===== config.mk =====
export PLATFORM = sky130hd
export DESIGN_NAME = noise_gen_multi
export DESIGN_NICKNAME = d
export VERILOG_FILES = /design/src/rtl/noise_gen_multi.sv
export SDC_FILE = /design/constraint.sdc
export NUM_CORES = 1
export LEC_CHECK = 0
export ABC_AREA = 1
export ABC_CLOCK_PERIOD_IN_PS = 2500
export CELL_PAD_IN_SITES_DETAIL_PLACEMENT = 0
export CELL_PAD_IN_SITES_GLOBAL_PLACEMENT = 2
export CORE_UTILIZATION = 30
export DETAILED_ROUTE_END_ITERATION = 12
export GPL_TIMING_DRIVEN = 0
export PLACE_DENSITY = 0.72
export SETUP_SLACK_MARGIN = 0.5
export SLEW_MARGIN = 0
export SYNTH_ARGS = -nofsm -noshare
export SYNTH_HDL_FRONTEND = slang
export SYNTH_SLANG_ARGS = --single-unit

===== constraint.sdc =====
create_clock -name sys_clk -period 2.5 [get_ports sys_clk]
set_clock_uncertainty 0.1 [all_clocks]
set_input_delay 0.5 -clock sys_clk [delete_from_list [all_inputs] [get_ports sys_clk]]
set_output_delay 0.5 -clock sys_clk [all_outputs]
set_load 0.03 [all_outputs]

===== src/rtl/noise_gen_multi.sv =====
// noise_gen_multi
//   Multi-channel pseudo-random noise source configured over a write-only
//   SPI (mode 0, MSB first, one 32-bit command per chip-select frame).
//   Each channel has a programmable clock divider that paces an LFSR. The
//   LFSR runs in either a long Fibonacci mode or a short 7-bit mode. Each
//   channel's noise output is the bit most recently shifted into its LFSR.
//
// Ports
//   sys_clk       in   sole clock, all state on the rising edge
//   sys_rst_n     in   asynchronous active-low reset
//   spi_clock     in   SPI SCK (asynchronous to sys_clk)
//   spi_data      in   SPI MOSI
//   spi_cs        in   SPI chip select, active low, one command per frame
//   noise_signal  out  per-channel registered noise bit
//   cmd_ack       out  one-cycle pulse for each accepted command
//   frame_err     out  one-cycle pulse for each rejected frame
//
// Frame layout: [31:28] cmd, [27:24] channel, [23:0] payload
//   cmd 0  divider <= payload          (also clears the channel counter)
//   cmd 1  lfsr    <= payload or seed  (also clears the channel counter)
//   cmd 2  enable  <= payload[0], short <= payload[1]
//   cmd 3  clear the counters of all channels
module noise_gen_multi #(
  parameter int NUM_CH       = 4,
  parameter int LFSR_W       = 23,
  parameter int DIV_W        = 17,
  parameter int TAP_B        = 17,
  parameter int DEFAULT_DIV  = 53000,
  parameter int DEFAULT_SEED = 111
) (
  input  logic              sys_clk,
  input  logic              sys_rst_n,
  input  logic              spi_clock,
  input  logic              spi_data,
  input  logic              spi_cs,
  output logic [NUM_CH-1:0] noise_signal,
  output logic              cmd_ack,
  output logic              frame_err
);

  localparam logic [LFSR_W-1:0] SEED    = LFSR_W'(DEFAULT_SEED);
  localparam logic [DIV_W-1:0]  DIV_RST = DIV_W'(DEFAULT_DIV);

  // ---------------------------------------------------------------------
  // SPI front end
  // ---------------------------------------------------------------------
  logic [1:0]  sck_sync_q, sck_sync_d;
  logic [1:0]  cs_sync_q, cs_sync_d;
  logic [1:0]  mosi_sync_q, mosi_sync_d;
  logic        sck_prev_q, sck_prev_d;
  logic        cs_prev_q, cs_prev_d;
  logic [31:0] shift_q, shift_d;
  logic [5:0]  bit_cnt_q, bit_cnt_d;
  logic        cmd_ack_q, cmd_ack_d;
  logic        frame_err_q, frame_err_d;

  logic        sck_rise, cs_rise, cs_fall;
  logic [3:0]  cmd_f, ch_f;
  logic [23:0] payload;
  logic        cmd_valid, sync_all;
  logic        unused_bits;

  always_comb begin
    sck_sync_d  = {sck_sync_q[0], spi_clock};
    cs_sync_d   = {cs_sync_q[0], spi_cs};
    mosi_sync_d = {mosi_sync_q[0], spi_data};
    sck_prev_d  = sck_sync_q[1];
    cs_prev_d   = cs_sync_q[1];

    sck_rise = sck_sync_q[1] & ~sck_prev_q;
    cs_rise  = cs_sync_q[1] & ~cs_prev_q;
    cs_fall  = ~cs_sync_q[1] & cs_prev_q;

    shift_d   = shift_q;
    bit_cnt_d = bit_cnt_q;
    if (cs_fall) begin
      bit_cnt_d = '0;
    end else if (!cs_sync_q[1] && sck_rise) begin
      shift_d = {shift_q[30:0], mosi_sync_q[1]};
      // Saturate so that long frames can never wrap back to 32.
      if (bit_cnt_q != 6'd33) bit_cnt_d = bit_cnt_q + 6'd1;
    end

    cmd_f   = shift_q[31:28];
    ch_f    = shift_q[27:24];
    payload = shift_q[23:0];

    cmd_valid   = cs_rise && (bit_cnt_q == 6'd32) && (cmd_f <= 4'd3) &&
                  (int'(ch_f) < NUM_CH);
    sync_all    = cmd_valid && (cmd_f == 4'd3);
    cmd_ack_d   = cmd_valid;
    frame_err_d = cs_rise && !cmd_valid;
  end

  // Payload bits above the divider/LFSR widths are intentionally ignored.
  assign unused_bits = ^payload;

  always_ff @(posedge sys_clk or negedge sys_rst_n) begin
    if (!sys_rst_n) begin
      sck_sync_q  <= 2'b00;
      cs_sync_q   <= 2'b11;
      mosi_sync_q <= 2'b00;
      sck_prev_q  <= 1'b0;
      cs_prev_q   <= 1'b1;
      shift_q     <= '0;
      bit_cnt_q   <= '0;
      cmd_ack_q   <= 1'b0;
      frame_err_q <= 1'b0;
    end else begin
      sck_sync_q  <= sck_sync_d;
      cs_sync_q   <= cs_sync_d;
      mosi_sync_q <= mosi_sync_d;
      sck_prev_q  <= sck_prev_d;
      cs_prev_q   <= cs_prev_d;
      shift_q     <= shift_d;
      bit_cnt_q   <= bit_cnt_d;
      cmd_ack_q   <= cmd_ack_d;
      frame_err_q <= frame_err_d;
    end
  end

  // ---------------------------------------------------------------------
  // Noise channels
  // ---------------------------------------------------------------------
  logic [NUM_CH-1:0][DIV_W-1:0]  div_q, div_d;
  logic [NUM_CH-1:0][DIV_W-1:0]  cnt_q, cnt_d;
  logic [NUM_CH-1:0][LFSR_W-1:0] lfsr_q, lfsr_d;
  logic [NUM_CH-1:0]             en_q, en_d;
  logic [NUM_CH-1:0]             short_q, short_d;
  logic [NUM_CH-1:0]             noise_q, noise_d;
  logic [NUM_CH-1:0]             fb;

  always_comb begin
    div_d   = div_q;
    cnt_d   = cnt_q;
    lfsr_d  = lfsr_q;
    en_d    = en_q;
    short_d = short_q;
    noise_d = noise_q;
    fb      = '0;
    for (int i = 0; i < NUM_CH; i++) begin
      fb[i] = short_q[i] ? (lfsr_q[i][6] ^ lfsr_q[i][5])
                         : (lfsr_q[i][LFSR_W-1] ^ lfsr_q[i][TAP_B]);
      // A command write takes priority over a tick in the same cycle.
      if (cmd_valid && (cmd_f != 4'd3) && (int'(ch_f) == i)) begin
        case (cmd_f)
          4'd0: begin
            div_d[i] = payload[DIV_W-1:0];
            cnt_d[i] = '0;
          end
          4'd1: begin
            lfsr_d[i] = (payload[LFSR_W-1:0] == '0) ? SEED : payload[LFSR_W-1:0];
            cnt_d[i]  = '0;
          end
          default: begin
            en_d[i]    = payload[0];
            short_d[i] = payload[1];
            if (!payload[0]) cnt_d[i] = '0;
          end
        endcase
      end else if (sync_all || !en_q[i]) begin
        cnt_d[i] = '0;
      end else if (cnt_q[i] >= div_q[i]) begin
        cnt_d[i] = '0;
        // An all-zero register would lock up; reload instead of stepping.
        if (lfsr_q[i] == '0) begin
          lfsr_d[i] = SEED;
        end else begin
          lfsr_d[i]  = {lfsr_q[i][LFSR_W-2:0], fb[i]};
          noise_d[i] = fb[i];
        end
      end else begin
        cnt_d[i] = cnt_q[i] + DIV_W'(1);
      end
    end
  end

  always_ff @(posedge sys_clk or negedge sys_rst_n) begin
    if (!sys_rst_n) begin
      div_q   <= {NUM_CH{DIV_RST}};
      cnt_q   <= '0;
      lfsr_q  <= {NUM_CH{SEED}};
      en_q    <= '1;
      short_q <= '0;
      noise_q <= '0;
    end else begin
      div_q   <= div_d;
      cnt_q   <= cnt_d;
      lfsr_q  <= lfsr_d;
      en_q    <= en_d;
      short_q <= short_d;
      noise_q <= noise_d;
    end
  end

  assign noise_signal = noise_q;
  assign cmd_ack      = cmd_ack_q;
  assign frame_err    = frame_err_q;

endmodule

==> run summary <==
status - completed
final period utilization - 88.8%
detailed-placement wirelength estimate - 35.6 mm
routability congestion estimate - 0.800
area of all placed cells without fillers - 23,200 um^2
Critical Path, Cell by Cell - inv_1 -> ha_4 -> nand2_2 -> nor2_4 -> nand3_2 -> nor2_4 -> nor2_4 -> nand3_4 -> nand2_4 -> buf_6 -> clkbuf_16 -> nand3_2 -> nand2_1
placement-stage cell area - 17,900 um^2
crit-path most repeated cell - sky130_fd_sc_hd__nor2_4
total nets after synthesis - 2,320
post-synthesis instance area - 16,800 um^2
effective utilization at floorplan - 30.4%
worst voltage drop across the vdd grid - 0.000404 V
P per Cell Area - 501 nW/um^2
synthesis-stage register bit count - 288
path type of the worst setup path - reg2reg
clock-pin transition on the worst setup and hold timing paths - 0.06 ns
endpoint class of the critical path - register
f_max - 451 MHz
total via count after detailed routing - 15.1k
number of remaining DRC errors - 0
Worst slew margin - 43.5%
Worst path depth - 13
first-iteration detailed-routing DRC count - 954
core area - 55,100 um^2
layout-stage area growth over the synthesis result - 38.5%
number of global-route vias before repair - 14.2k
leakage - 11.7 nW
Critical Path Fanout Max - 5
post-detailed-routing wire length - 56.2 mm
sequential cell area fraction in the yosys report - 43.5%
area of the die - 56,800 um^2
kind of path behind the tightest hold check - reg2reg
largest net degree at the start of global routing - 105
H-Tree Depth - 2
multi-input combinational cell area - 9810 um^2
die width - 238 um
non-filler cells, final - 3,200
1st-pass router iterations - 5
most used cells in the layout excluding fill and tap cells - sky130_fd_sc_hd__nand2_1, sky130_fd_sc_hd__inv_1, sky130_fd_sc_hd__dfrtp_1
source-to-sink clock delay at the later pin of the worst-skew pair - 0.56 ns
Boundary Pins - 11
remaining antenna violation count - 0
final slew viol count - 0
length in cells of the worst reg-to-reg path - 13
instance count of the mapped netlist - 2,240
clock sinks - 288
maximum clock insertion buffer count - 3
vertical die dimension - 238 um
post-layout power - 11.6 mW
worst hold stages - 0
number of antenna violations at the first check in global routing - 2
row count - 86
total clock buffers created by CTS - 37
WP data arrival - 2.56 ns
FF+latch area - 7290 um^2
CTS tree - done
Clock Root Buffer - sky130_fd_sc_hd__clkbuf_16
# nets final - 2,502
global route overflow - 0
largest delay contributor family on the critical path - simple AND/OR/NAND/NOR gates
global-route wire length before repair - 84.1 mm
slowest CP cell - sky130_fd_sc_hd__dfstp_2
count of buffers inserted at the top-level ports - 10
critical path buffer and inverter count - 3
RSZ-0062 raised after global routing - true
number of cells in the design after placement - 3,001
post-DR wirelength/cell - 17.6 um
worst setup timing slack at the placement stage - -0.0955 ns
per-instance average area after synthesis - 7.48 um^2
number of hold violations in the final report - 0
Ys Warns - 0
final critical delay including setup and external delays - 2.22 ns
final core utilization - 42.1%
share of flip-flops with an asynchronous set or reset after synthesis - 100%
EDFF count, synth - 0
share of post-route cells with drive strength above 1 - 32.8%
setup slack of the critical path after layout - 0.281 ns
type of element launching the critical path - register
most common library cell in the layout ignoring fill and taps - sky130_fd_sc_hd__nand2_1
Total Routing Usage GR - 19.4%
distinct cell type count after synthesis - 46
final-layout fill cell count - 5,619
Largest stage delay, worst path - 0.52 ns
number of endpoints failing setup at the final stage - 0
transition time at the pin with the least slew margin - 0.839 ns
average vias per placed instance - 4.72
max_cap viols - 0
top_reg_cell synth - sky130_fd_sc_hd__dfrtp_1
Worst EP required - 2.84 ns
[cell usage after synthesis, types with 2 or more instances]
cell	number	area [um^2]
sky130_fd_sc_hd__nor2_1	211	792
sky130_fd_sc_hd__nand3_1	155	776
sky130_fd_sc_hd__nand2_1	723	2710
sky130_fd_sc_hd__o21bai_1	4	30.0
sky130_fd_sc_hd__or2_2	6	37.5
sky130_fd_sc_hd__nand4_1	26	163
sky130_fd_sc_hd__o22ai_1	3	18.8
sky130_fd_sc_hd__xnor2_1	10	87.6
sky130_fd_sc_hd__nand3b_1	3	22.5
sky130_fd_sc_hd__inv_1	299	1120
sky130_fd_sc_hd__nor3_2	2	20.0
sky130_fd_sc_hd__inv_2	8	30.0
sky130_fd_sc_hd__nor2_2	5	31.3
sky130_fd_sc_hd__dfstp_2	59	1550
sky130_fd_sc_hd__buf_6	11	124
sky130_fd_sc_hd__o21ai_2	17	149
sky130_fd_sc_hd__nor2_4	6	67.6
sky130_fd_sc_hd__a21oi_1	32	160
sky130_fd_sc_hd__nand2_2	12	75.1
sky130_fd_sc_hd__xor2_1	34	298
sky130_fd_sc_hd__o21ai_1	45	225
sky130_fd_sc_hd__buf_2	23	115
sky130_fd_sc_hd__nand3_4	2	35.0
sky130_fd_sc_hd__a21o_1	4	30.0
sky130_fd_sc_hd__dfrtp_1	229	5730
sky130_fd_sc_hd__buf_4	9	67.6
sky130_fd_sc_hd__nor3b_1	2	15.0
sky130_fd_sc_hd__o21ai_0	146	731
sky130_fd_sc_hd__nand2_4	6	67.6
sky130_fd_sc_hd__nor3_1	27	135
sky130_fd_sc_hd__nor2_8	8	160
sky130_fd_sc_hd__ha_1	75	938
sky130_fd_sc_hd__clkbuf_1	25	93.8
[per-layer routing]
metal	vias to the layer above	track usage [%]	routed length, um
li1	7447	-	-
met3	72	3.41	2880
met5	-	0	0
met2	275	30.3	25900
met4	0	6.49	1470
met1	7303	26.9	26000
[registers in the layout, summed over array words and instances (netlist names), 4 cells and up]
signal        cells
short_q           4
bit_cnt_q         6
div_q            68
en_q              4
shift_q          32
lfsr_q           92
cnt_q            68
noise_signal      4
[cells by family after synthesis]
family          synth area share (%)
buf+inv                         9.44
flops                           43.5
mux                            0.127
compound gates                  8.11
fa+ha+maj                       5.60
simple gates                    31.0
xor+xnor                        2.30
[where the power goes]
group	internal (mW)	switching, mW	total, mW	leakage [nW]
registers	4.74	0.142	4.88	3.76
logic	0.200	0.666	0.867	7.27
clock network	3.62	2.25	5.87	0.649
total	8.56	3.06	11.6	11.7
[worst reg2reg max path: cells and delay by family, from the launching register on]
kind	cells	cell delay, ns
buf+inv	3	0.38
simple gates	9	0.82
flops	1	0.52
fa+ha+maj	1	0.29
[layout make-up]
class                      instances  share of cell area, %
inverter                         309                   5.28
multi-input combinational       1576                   42.3
tap                              748                   4.03
clock inverter                    17                   1.04
antenna                            1                 0.0108
timing repair buffer             141                   7.75
sequential                       288                   31.4
buffer                            69                   3.55
clock buffer                      51                   4.62
[stage by stage]
stage               hold slack, ns   TNS, ns
floorplan                    0.104         0
global placement             0.235  -3472.03
detailed placement           0.235     -1.62
CTS                          0.248         0
global route                 0.253         0
finish                       0.246         0
[worst paths after layout]
kind | from | to | slack [ns]
setup / recovery | div_q[44] | lfsr_q[61] | 0.28
hold / removal | sck_sync_q[0] | sck_sync_q[1] | 0.25
setup reg to reg | div_q[44] | lfsr_q[61] | 0.28
hold reg to reg | sck_sync_q[0] | sck_sync_q[1] | 0.25
max in group asynchronous | sys_rst_n | div_q[26] | 0.83
min in group asynchronous | sys_rst_n | cnt_q[41] | 0.27
[repair_timing]
action                     in CTS  in global routing
buffers inserted               59                 39
gates resized for setup       256                530
hold endpoints to repair       17                  0
hold buffers                    1                  0
pin swaps                      62                102
setup endpoints to repair     244                266
cloned                          9                 22
Note: power is estimated with default switching activity, not from simulation.
